File: src/rtl/dmni_mem_arbiter_pkg.sv
// Shared types and constants for the DMNI memory-port arbiter.
package dmni_mem_arbiter_pkg;

    // One memory beat as presented by a requester.
    typedef struct packed {
        logic [3:0]  we;
        logic [31:0] addr;
        logic [31:0] data;
    } mem_req_t;

    // Arbiter FSM states; IDLE performs no memory access, OWNED serves the owner.
    typedef enum logic {
        ARB_IDLE  = 1'b0,
        ARB_OWNED = 1'b1
    } arb_state_t;

    // Default requester slots.
    localparam int REQ_DMA_RX = 0;
    localparam int REQ_DMA_TX = 1;
    localparam int REQ_MON    = 2;

endpackage

File: src/rtl/dmni_mem_arbiter_rr_arbiter.sv
// Combinational round-robin pick: first requester at or above ptr_i
// (wrapping at N-1 -> 0) whose request is set and which is not excluded.
module rr_arbiter #(
    parameter int N = 3
) (
    input  logic [N-1:0]         req_i,
    input  logic [$clog2(N)-1:0] ptr_i,
    input  logic [N-1:0]         excl_i,
    output logic                 valid_o,
    output logic [$clog2(N)-1:0] idx_o
);

    localparam int IW = $clog2(N);

    logic [IW-1:0] cand;

    // Scan N slots starting at the pointer and keep the first eligible one.
    always_comb begin
        valid_o = 1'b0;
        idx_o   = '0;
        cand    = '0;
        for (int k = 0; k < N; k++) begin
            cand = IW'((int'(ptr_i) + k) % N);
            if (!valid_o && req_i[cand] && !excl_i[cand]) begin
                valid_o = 1'b1;
                idx_o   = cand;
            end
        end
    end

endmodule

File: src/rtl/dmni_mem_arbiter.sv
// Owner-based round-robin arbiter sharing the DMNI single memory port among
// N_REQ internal masters, with locked bursts capped at MAX_BURST beats and
// 1-cycle read-data return routed to the issuing requester.
//
// Handshake: req_i[i] offers one beat; the beat is transferred in the cycle
// where gnt_o[i] is high (gnt_o is only ever raised for the registered owner
// while its req_i is high). A requester must hold its beat fields stable until
// granted; dropping req_i without a grant has no side effect.
module dmni_mem_arbiter
    import dmni_mem_arbiter_pkg::*;
#(
    parameter int N_REQ     = 3,
    parameter int MAX_BURST = 16,
    parameter int ADDR_W    = 32
) (
    input  logic                     clk_i,
    input  logic                     rst_ni,
    input  logic [N_REQ-1:0]         req_i,
    input  logic [N_REQ-1:0]         lock_i,
    input  logic [N_REQ*4-1:0]       we_i,
    input  logic [N_REQ*ADDR_W-1:0]  addr_i,
    input  logic [N_REQ*32-1:0]      wdata_i,
    output logic [N_REQ-1:0]         gnt_o,
    output logic [N_REQ-1:0]         rvalid_o,
    output logic [31:0]              rdata_o,
    output logic                     mem_en_o,
    output logic [3:0]               mem_we_o,
    output logic [ADDR_W-1:0]        mem_addr_o,
    output logic [31:0]              mem_data_o,
    input  logic [31:0]              mem_data_i,
    output logic [$clog2(N_REQ)-1:0] owner_o,
    output logic                     busy_o
);

    localparam int IDX_W = $clog2(N_REQ);
    localparam int CNT_W = $clog2(MAX_BURST + 1);
    localparam logic [CNT_W-1:0] LAST_BEAT = CNT_W'(MAX_BURST - 1);
    localparam logic [IDX_W-1:0] LAST_IDX  = IDX_W'(N_REQ - 1);

    arb_state_t        state_q, state_d;
    logic [IDX_W-1:0]  owner_q, owner_d;
    logic [IDX_W-1:0]  rr_ptr_q, rr_ptr_d;
    logic [CNT_W-1:0]  beat_cnt_q, beat_cnt_d;
    logic              rd_pend_q, rd_pend_d;
    logic [IDX_W-1:0]  rd_id_q, rd_id_d;

    logic              own_req, own_lock;
    logic [3:0]        own_we;
    logic [ADDR_W-1:0] own_addr;
    logic [31:0]       own_data;

    logic              owned, beat, forced, rel_own;
    logic [N_REQ-1:0]  excl_mask;
    logic              pick_valid;
    logic [IDX_W-1:0]  pick_idx, pick_next;

    // Select the registered owner's request fields.
    always_comb begin
        own_req  = 1'b0;
        own_lock = 1'b0;
        own_we   = '0;
        own_addr = '0;
        own_data = '0;
        for (int i = 0; i < N_REQ; i++) begin
            if (owner_q == IDX_W'(i)) begin
                own_req  = req_i[i];
                own_lock = lock_i[i];
                own_we   = we_i[i*4 +: 4];
                own_addr = addr_i[i*ADDR_W +: ADDR_W];
                own_data = wdata_i[i*32 +: 32];
            end
        end
    end

    assign owned   = (state_q == ARB_OWNED);
    assign beat    = owned && own_req;
    // The cap applies even while lock_i is held.
    assign forced  = beat && (beat_cnt_q == LAST_BEAT);
    assign rel_own = (beat && !own_lock) || (!own_req && !own_lock) || forced;

    // In IDLE every requester competes; on release the current owner steps aside.
    assign excl_mask = owned ? (N_REQ'(1) << owner_q) : '0;

    rr_arbiter #(
        .N (N_REQ)
    ) u_rr (
        .req_i   (req_i),
        .ptr_i   (rr_ptr_q),
        .excl_i  (excl_mask),
        .valid_o (pick_valid),
        .idx_o   (pick_idx)
    );

    assign pick_next = (pick_idx == LAST_IDX) ? '0 : pick_idx + 1'b1;

    // Next-state logic: ownership hand-over, burst counting, IDLE fallback.
    always_comb begin
        state_d    = state_q;
        owner_d    = owner_q;
        rr_ptr_d   = rr_ptr_q;
        beat_cnt_d = beat_cnt_q;
        case (state_q)
            ARB_IDLE: begin
                if (pick_valid) begin
                    state_d    = ARB_OWNED;
                    owner_d    = pick_idx;
                    rr_ptr_d   = pick_next;
                    beat_cnt_d = '0;
                end
            end
            ARB_OWNED: begin
                if (beat) begin
                    beat_cnt_d = beat_cnt_q + CNT_W'(1);
                end
                if (rel_own) begin
                    beat_cnt_d = '0;
                    if (pick_valid) begin
                        owner_d  = pick_idx;
                        rr_ptr_d = pick_next;
                    end else if (!forced) begin
                        // A forced release with nobody else waiting regrants
                        // the same owner; any other release goes idle.
                        state_d = ARB_IDLE;
                    end
                end
            end
            default: state_d = ARB_IDLE;
        endcase
    end

    // Remember read beats so their data can be routed back next cycle.
    always_comb begin
        rd_pend_d = beat && (own_we == 4'b0000);
        rd_id_d   = owner_q;
    end

    // State registers.
    always_ff @(posedge clk_i or negedge rst_ni) begin
        if (!rst_ni) begin
            state_q    <= ARB_IDLE;
            owner_q    <= '0;
            rr_ptr_q   <= '0;
            beat_cnt_q <= '0;
            rd_pend_q  <= 1'b0;
            rd_id_q    <= '0;
        end else begin
            state_q    <= state_d;
            owner_q    <= owner_d;
            rr_ptr_q   <= rr_ptr_d;
            beat_cnt_q <= beat_cnt_d;
            rd_pend_q  <= rd_pend_d;
            rd_id_q    <= rd_id_d;
        end
    end

    // Memory port and requester-facing outputs.
    always_comb begin
        gnt_o      = beat ? (N_REQ'(1) << owner_q) : '0;
        mem_en_o   = beat;
        mem_we_o   = beat ? own_we   : '0;
        mem_addr_o = beat ? own_addr : '0;
        mem_data_o = beat ? own_data : '0;
        rvalid_o   = rd_pend_q ? (N_REQ'(1) << rd_id_q) : '0;
        rdata_o    = mem_data_i;
        owner_o    = owner_q;
        busy_o     = owned;
    end

endmodule
File: config.mk
export PLATFORM = sky130hd
export DESIGN_NAME = dmni_mem_arbiter
export DESIGN_NICKNAME = d
export VERILOG_FILES = /design/src/rtl/dmni_mem_arbiter_pkg.sv /design/src/rtl/dmni_mem_arbiter_rr_arbiter.sv /design/src/rtl/dmni_mem_arbiter.sv
export SDC_FILE = /design/constraint.sdc
export NUM_CORES = 1
export LEC_CHECK = 0
export ABC_AREA = 1
export CORE_AREA = 8 8 133 135
export CTS_BUF_LIST = sky130_fd_sc_hd__clkbuf_4
export DETAILED_ROUTE_END_ITERATION = 8
export DIE_AREA = 0 0 141 143
export SLEW_MARGIN = 5
export SYNTH_ARGS = -nofsm -noshare
export SYNTH_HDL_FRONTEND = slang
export SYNTH_SLANG_ARGS = --single-unit
File: constraint.sdc
create_clock -name clk_i -period 2.15 [get_ports clk_i]
set_input_delay 0.3225 -clock clk_i [delete_from_list [all_inputs] [get_ports clk_i]]
set_output_delay 0.3225 -clock clk_i [all_outputs]
set_load 0.01 [all_outputs]
# Word level (Yosys, flattened, before mapping)
# Index checks and enable logic that the tools add are counted.
# word_totals
ff_bits,13
input_bits,244
output_inout_bits,110
word_cells,103
# classes
n_addsub,4
n_div,3
n_lt_le_gt_ge,3
n_eq_ne,7
shift,2
muxes,55
n_bitwise,1
reduce_logical,22
# op_table
operator,count
$mux W32,8
$mod A32 B3 Y32 const B,2
$mod A3 B3 Y32 const B,1
$mux W1,19
$mux W2,8
$mux W4,4
$mux W5,3
$bmux W1 S2,6
$logic_and A1 B1 Y1,10
$pmux W5 S2,1
$lt A2 B3 Y1 const B,3
$mux W3,3
$pmux W2 S2,2
$logic_not A1 Y1,7
$shl A1 B2 Y3 const A,2
$add A5 B1 Y5 const B,1
$eq A5 B4 Y1 const B,1
$eq A2 B2 Y1 const B,2
$logic_not A4 Y1,1
$add A2 B1 Y3 const B,1
$add A2 B2 Y3 const B,1
$ne A3 B1 Y1 const B,1
$add A2 B1 Y2 const B,1
$eq A2 B1 Y1 const B,1
other kinds (7),8

# Depth between registers and ports, before layout
# Gate-level depths: netlist (run 1).
# logic_depth
depth_word,20
mapped_depth,13
mapped_depth_nobuf,13

# Modules after synthesis
# A second synthesis (run 1) with hierarchy kept.
# hier_totals
hier_cells,475
area_unflattened_um2,3004.1
# by_module_without_submodules
module,instances,cells_each,area_per_inst_um2,seq_area_each_um2
dmni_mem_arbiter,1,436,2790.2,325.3
rr_arbiter,1,39,214.0,0.0

# Least setup slack after synthesis (run 1)
# Ideal clock, no wire load.
# synth_path
path_kind,register to output
start,"register owner_q[0], in the netlist owner_o[0]"
end,output mem_addr_o[10]
arrival_ps,1602
t_required_ps,1827
slack_ps,225
stages_incl_launch_ff,8
cell_sequence,dfrtp_1 > buf_2 > inv_2 > nor2_4 > buf_2 > buf_1 > nand2_1 > a31oi_1
# synth_via
elab_chain_len,6
word_cells_on_any_way,11
cone_classes,eq/ne (2); mux (7); reduce/logical (2)
# synth_rtl
element,line_no,source
"start, declared",dmni_mem_arbiter.sv:41,"logic [IDX_W-1:0] owner_q, owner_d;"
"start signal, assigned",dmni_mem_arbiter.sv:148,owner_q <= owner_d;
$logic_not A2 Y1,dmni_mem_arbiter.sv:65,if (owner_q == IDX_W'(i)) begin
$mux W1 (3 in series),dmni_mem_arbiter.sv:65,
$logic_and A1 B1 Y1,dmni_mem_arbiter.sv:76,assign beat = owned && own_req;
$mux W32 *,dmni_mem_arbiter.sv:161,mem_addr_o = beat ? own_addr : '0;
"end, declared",dmni_mem_arbiter.sv:28,"output logic [ADDR_W-1:0] mem_addr_o,"
# Every way passes the cells marked *; elsewhere a longest branch is shown, timed or not.

# Worst setup path in the final report (run 1)
# layout_path
start,"register owner_q[1], in the netlist owner_o[1]"
end,output mem_we_o[3]
# layout_via
elab_chain_len,6
word_cells_on_any_way,11
cone_classes,eq/ne (2); mux (7); reduce/logical (2)
# layout_rtl
element,line_no,source
$logic_not A2 Y1,dmni_mem_arbiter.sv:65,
$mux W1 (3 in series),dmni_mem_arbiter.sv:65,
$logic_and A1 B1 Y1,dmni_mem_arbiter.sv:76,
$mux W4 *,dmni_mem_arbiter.sv:160,mem_we_o = beat ? own_we : '0;
"end, declared",dmni_mem_arbiter.sv:27,"output logic [3:0] mem_we_o,"
# Marked as above.

==> run_results.csv, run 1 <==
group,metric,value,unit
outcome,run_status,"finished with violations",
outcome,violations,"setup timing",
power,swShare,0.496,
min_path,hold_class,"primary input to async pin",
synth,muxShareOfSynthArea,0,
clock_tree,cts_max_level,1,
power,p_int,3.90,mW
synth,synth_top_family_by_area,"simple AND/OR/NAND/NOR gates",
power,ir_worst_vdd,0.472,mV
layout,area_growth,147,%
timing,rsz0062_at_grt,"yes",
synth,seq_area_frac_synth,0.124,
clock_tree,clk_latency,270,ps
floorplan,die_w,141,microns
drt,vias,4459,
global_route,overflow,0,
synth,synth_adder_area_share,0.0191,
floorplan,core,15600,sq um
timing,finalSetupViolations,34,
layout,fin_area,6450,sq um
layout,stdcell_count,1013,
layout,final_cell_mix,"231 x nand2_1, 216 x clkdlybuf4s50_1, 60 x buf_2",
clock_tree,cts_buffers,3,
power,p_switching,3.83,mW
setup_path,crit_chain,"buf_4, nor2_4, buf_12, a22o_1, a21oi_1, nor2_1, clkdlybuf4s15_2",
power,p_per_area,1200,nW/um^2
drt,drc_errors,0,
setup_path,slowest_delay,480,ps
clock_tree,cts_max_path_buffers,2,
setup_path,cp_slowest_cell,"dfrtp_2",
timing,tightest_slew,619,ps
power,finalPower,7.73,mW
synth,synthFlopType,"dfrtp_1",
setup_path,startpoint_type,"register",
global_route,grt_usage,0.163,
global_route,grt_pass1_wl,25.7,mm
floorplan,ios,354,
layout,post_route_cells_drive_above_1_share,0.265,
global_route,antenna_found_initial,1,
floorplan,rows,46,
timing,finalCriticalPeriod,2220,ps
timing,final.setup.tns,-1060,ps
run,drv_cap,0,
synth,ys_ff_latch,13,
placement,place_inst,980,
setup_path,cp_max_fo,9,
synth,syn_area,2620,sq um
timing,timing.fmax,0.450,GHz
setup_path,cp.arrival,1900,ps
timing,fin_crit_sh,1.03,
global_route,grt_max_degree,37,
synth,yosysWarnings,0,
placement,gp_congestion,0.925,
synth,synthSimpleGateAreaFrac,0.478,
drt,drtIter0Drc,172,
timing,timing.final.ws_setup,-74.6,ps
timing,final-hold-violation-count,0,
placement,portBuffers,289,
setup_path,critPathCaptureType,"primary output",
drt,wl_per_cell,18.3,microns
synth,synth_edf_count,0,
clock_tree,root_buffer,"clkbuf_4",
setup_path,required,1830,ps
drt,first_pass_iters,4,
power,power_frac_comb,0.924,
floorplan,die-area,20200,sq um
synth,async_reset_ff_frac,1.00,
placement,dpl_cell_area,5910,sq um
timing,drv_slew,0,
synth,synth-xor-area-share,0,
synth,netlist-cell-type-count,31,
layout,fillers,1616,
placement,dp_hpwl,14.2,mm
timing,slew_headroom,0.586,
setup_path,criticalPathCategory,"register to primary output",
clock_tree,cts_tree,"yes",
layout,layout_commonest_cell,"nand2_1",
power,p_leak,2.77,nW
floorplan,initial_core_util,0.168,
timing,skew,1.12,ps
synth,avgSynthCellArea,5.44,sq um
floorplan,die_h,143,microns
drt,antenna_left,0,
global_route,grt_pass1_vias,4468,
placement,place_ws,-614,ps
clock_tree,path_clk_slew,80,ps
power,clockPowerShare,0.021,
layout,nets,1046,
layout,n_antenna_cell,0,
power,power_frac_seq,0.054,
clock_tree,cts_hold_buf,0,
drt,viasPerCell,4.40,
clock_tree,cts_sinks,13,
synth,syn_inst,481,
drt,drt_wl_total,18.5,mm
synth,synth_compound_area_frac,0.205,
synth,syn_nets,729,
==> area by class of cell <==
type                    count  area (sq um)  area share
repair buffers            374          3650       0.566
multi-input cells         383          2070       0.322
flip-flops and latches     13           328      0.0508
well taps                 216           270      0.0419
inverters                  23          98.8      0.0153
clock buffers               4          30.0     0.00465
==> power groups by stage <==
stage | Sequential, mW | Combinational (mW) | Clock (mW)
2_1_floorplan | 0.399 | 2.93 | 0
3_3_place_gp | 0.417 | 6.10 | 0
3_5_place_dp | 0.416 | 6.12 | 0
4_1_cts | 0.420 | 6.50 | 0.169
5_1_grt | 0.432 | 7.75 | 0.183
6_report | 0.419 | 7.15 | 0.165
==> synth_stat cells (4+ instances only) <==
cell type | instances | area (sq um)
a21oi_1 | 7 | 35.0
a22o_1 | 4 | 35.0
a31oi_1 | 65 | 407
buf_1 | 5 | 18.8
buf_2 | 12 | 60.1
buf_4 | 32 | 240
clkbuf_1 | 13 | 48.8
dfrtp_1 | 13 | 325
ha_1 | 4 | 50.1
inv_1 | 16 | 60.1
inv_2 | 6 | 22.5
nand2_1 | 240 | 901
nand2_2 | 4 | 25.0
nand3_1 | 14 | 70.1
nand4_1 | 9 | 56.3
nor2_1 | 11 | 41.3
o21ai_1 | 4 | 20.0
==> logic make-up (layout without fill, tap and decap cells) <==
| group | Yosys count | count (layout) |
|---|---|---|
| simple gates | 294 | 294 |
| flops | 13 | 13 |
| compound gates | 85 | 85 |
| fa+ha+maj | 4 | 4 |
| buf+inv | 85 | 401 |
==> metrics by stage <==
| stage | utilization | hold WS, ps |
|---|---|---|
| 2_1_floorplan | - | 26.9 |
| 3_3_place_gp | 0.379 | 474 |
| 3_5_place_dp | 0.379 | 485 |
| 6_report | 0.414 | 433 |
| 5_1_grt | 0.414 | 461 |
| 4_1_cts | 0.389 | 437 |
==> what timing repair did <==
action,in CTS,in global routing
setup buffers,13,7
pin swaps,3,20
resized for setup,319,66
gates cloned,3,7
setup endpoints to repair,82,74
==> path summary, 6_finish.rpt <==
| check | startpoint | end | slack (ps) | cells past startpoint |
|---|---|---|---|---|
| max in group asynchronous | rst_ni | owner_o[0]$_DFFE_PN0P_ | 1280 | 1 |
| worst min-delay path | rst_ni | rr_ptr_q[1]$_DFFE_PN0P_ | 430 | 1 |
| worst min register to register | beat_cnt_q[4]$_DFFE_PN0P_ | beat_cnt_q[4]$_DFFE_PN0P_ | 490 | 2 |
| min in group clk_i | beat_cnt_q[4]$_DFFE_PN0P_ | beat_cnt_q[4]$_DFFE_PN0P_ | 490 | 2 |
| worst max-delay path | owner_o[1]$_DFFE_PN0P_ | mem_we_o[3] | -70 | 7 |
| worst max register to register | owner_o[1]$_DFFE_PN0P_ | beat_cnt_q[0]$_DFFE_PN0P_ | 170 | 9 |
==> worst max-delay path: cells and delay by family, from the launching register on <==
family / cells / cell delay, ps
buffers and inverters: 3 / 590
flip-flops: 1 / 480
AND/OR/NAND/NOR: 2 / 290
AO/OA/AOI/OAI: 2 / 260
==> layer usage <==
| metal | up-vias | global-route usage | routed length (microns) |
|---|---|---|---|
| met4 | 2 | 0.0345 | 273 |
| li1 | 2203 | - | - |
| met1 | 2021 | 0.185 | 7110 |
| met3 | 28 | 0.0564 | 1750 |
| met2 | 205 | 0.290 | 9400 |
| met5 | - | 0 | 13 |
==> sequential cells by signal, summed over array words and instances, names as in the netlist <==
register    flops
owner_o         2
rr_ptr_q        2
rd_pend_q       1
rd_id_q         2
beat_cnt_q      5
busy_o          1
Power figures use the tool's default switching activity.
==> inputs of run 2 (changes only) <==
--- a/config.mk
+++ b/config.mk
@@ -10,6 +10,7 @@
 export CTS_BUF_LIST = sky130_fd_sc_hd__clkbuf_4
 export DETAILED_ROUTE_END_ITERATION = 8
 export DIE_AREA = 0 0 141 143
+export GPL_TIMING_DRIVEN = 0
 export SLEW_MARGIN = 5
 export SYNTH_ARGS = -nofsm -noshare
 export SYNTH_HDL_FRONTEND = slang
==> run 2 against run 1 <==
Against the previous run:
- the run still ends with setup timing left
- critical path depth up 4
- final cell count up 4.3%
- combinational power up 6.3%
- flip-flop and latch count unchanged
- largest cell class unchanged
==> run_results.csv, run 2 (synthesis gave the netlist of run 1 again) <==
group,metric,value,unit
layout,largest_reg_flops,5,
clock_tree,cts_max_path_buffers,2,
power,ir_worst_vdd,0.370,mV
floorplan,die_w,141,microns
drt,wl_per_cell,19.0,microns
placement,place_ws,-1110,ps
setup_path,cp_max_fo,8,
clock_tree,clk_latency,280,ps
run,drv_cap,0,
placement,gp_congestion,0.893,
setup_path,startpoint_type,"register",
floorplan,core,15600,sq um
layout,fin_area,7050,sq um
floorplan,rows,46,
global_route,grt_max_degree,14,
drt,vias,4600,
floorplan,die_h,143,microns
timing,drv_slew,0,
drt,antenna_left,0,
setup_path,required,1830,ps
floorplan,ios,354,
setup_path,crit_start,"owner_o[1]$_DFFE_PN0P_",
placement,dp_hpwl,16.3,mm
timing,finalCriticalPeriod,2390,ps
global_route,antenna_found_initial,2,
clock_tree,path_clk_slew,80,ps
outcome,violations,"setup timing",
drt,drtIter0Drc,237,
layout,area_growth,170,%
drt,drc_errors,0,
layout,nets,1090,
drt,drt_wl_total,20.1,mm
layout,final_cell_mix,"246 x clkdlybuf4s50_1, 237 x nand2_1, 50 x buf_4",
setup_path,r2r-start,"rr_ptr_q[1]$_DFFE_PN0P_",
outcome,run_status,"finished with violations",
power,finalPower,8.17,mW
drt,wl_met3,1.81,mm
layout,n_antenna_cell,0,
power,p_per_area,1160,nW/um^2
global_route,overflow,0,
drt,viasPerCell,4.35,
timing,timing.fmax,0.418,GHz
placement,portBuffers,321,
clock_tree,cts_max_level,1,
timing,fin_crit_sh,1.11,
placement,dpl_cell_area,6100,sq um
drt,wl_met2,10.3,mm
layout,layout_commonest_cell,"clkdlybuf4s50_1",
global_route,grt_pass1_vias,4708,
clock_tree,root_buffer,"clkbuf_4",
clock_tree,cts_tree,"yes",
timing,tightest_slew,568,ps
clock_tree,cts_buffers,3,
floorplan,initial_core_util,0.168,
global_route,grt_pass1_wl,28.0,mm
power,p_leak,2.95,nW
timing,skew,3.14,ps
drt,first_pass_iters,5,
global_route,grt_usage,0.180,
layout,post_route_cells_drive_above_1_share,0.277,
layout,fillers,1586,
clock_tree,cts_sinks,13,
min_path,hold_class,"primary input to async pin",
timing,finalSetupViolations,63,
timing,slew_headroom,0.620,
drt,highest_layer,"met5",
timing,timing.final.ws_setup,-243,ps
timing,rsz0062_at_grt,"yes",
setup_path,critPathCaptureType,"primary output",
drt,m1WireLength,7.73,mm
timing,final-hold-violation-count,0,
layout,largest-register,"beat_cnt_q",
setup_path,cp.arrival,2070,ps
setup_path,criticalPathCategory,"register to primary output",
floorplan,die-area,20200,sq um
==> run 2: cell types whose count changed in the layout (fill, tap and decap cells not counted), moves of 6 or more <==
cell / previous run / this run
buf_12: 13 / 7
clkdlybuf4s50_1: 216 / 246
a31oi_4: 10 / 24
buf_6: 24 / 44
nand2_1: 231 / 237
nand2_2: 12 / 5
a31oi_1: 49 / 40
buf_4: 43 / 50
buf_2: 60 / 43
==> run 2: metal layers <==
metal  vias to the layer above  GRT usage
met4                         4     0.0232
met5                         -          0
li1                       2283          -
met3                        17     0.0554
met2                       220      0.329
met1                      2076      0.205
==> run 2: report_power, final <==
group | switching, mW | internal, mW
sequential | 0.0740 | 0.329
combinational | 3.98 | 3.61
clock | 0.0821 | 0.0847
==> run 2: per-stage QoR <==
stage                     hold slack (ps)  instances  utilization  setup TNS, ps
after CTS                             429       1051        0.420          -7510
after global routing                  441       1057        0.452         -15990
final                                 399       1057        0.452          -8150
after floorplan                      26.9        481            -              0
after global placement                419       1018        0.391         -59380
after detailed placement              416       1018        0.391         -57030
==> run 2: final timing paths <==
path	to	slack [ps]	cells past startpoint
setup / recovery	mem_addr_o[27]	-240	11
setup reg to reg	rr_ptr_q[0]$_DFFE_PN0P_	200	12
max in group asynchronous	owner_o[1]$_DFFE_PN0P_	1340	1
min in group clk_i	beat_cnt_q[4]$_DFFE_PN0P_	500	2
hold reg to reg	beat_cnt_q[4]$_DFFE_PN0P_	500	2
hold / removal	busy_o$_DFF_PN0_	400	1
==> run 2: what timing repair did <==
action	in CTS	in global routing
setup buffers	27	6
hold endpoints to repair	0	0
gates resized for setup	440	71
endpoints found under the setup margin	73	75
pin swaps	8	5
gates cloned	2	1
hold buffers	0	0
==> run 2: final cells by class <==
cell class,count,area [sq um],area share
clock buffers,4,30.0,0.00426
flip-flops and latches,13,327,0.0463
repair buffers,355,3410,0.484
well taps,216,270,0.0383
plain buffers,62,602,0.0853
multi-input cells,384,2320,0.328
inverters,23,95.1,0.0135
==> run 2: worst max-delay path, stage by stage (launching register included) <==
cell	delay, ps
dfrtp_2	480
nor2_4	70
nand2_2	100
o21ai_4	70
a21oi_4	150
buf_6	140
nand2_8	70
buf_12	160
buf_8	140
buf_12	130
a31oi_4	140
buf_6	120
==> inputs of run 3 (changes only) <==
--- a/config.mk
+++ b/config.mk
@@ -6,11 +6,11 @@
 export NUM_CORES = 1
 export LEC_CHECK = 0
 export ABC_AREA = 1
+export ABC_CLOCK_PERIOD_IN_PS = 2150
 export CORE_AREA = 8 8 133 135
 export CTS_BUF_LIST = sky130_fd_sc_hd__clkbuf_4
 export DETAILED_ROUTE_END_ITERATION = 8
 export DIE_AREA = 0 0 141 143
-export GPL_TIMING_DRIVEN = 0
 export SLEW_MARGIN = 5
 export SYNTH_ARGS = -nofsm -noshare
 export SYNTH_HDL_FRONTEND = slang
==> results of run 3 <==
Same layout as run 1: the final DEF is identical, and so are final timing and power.
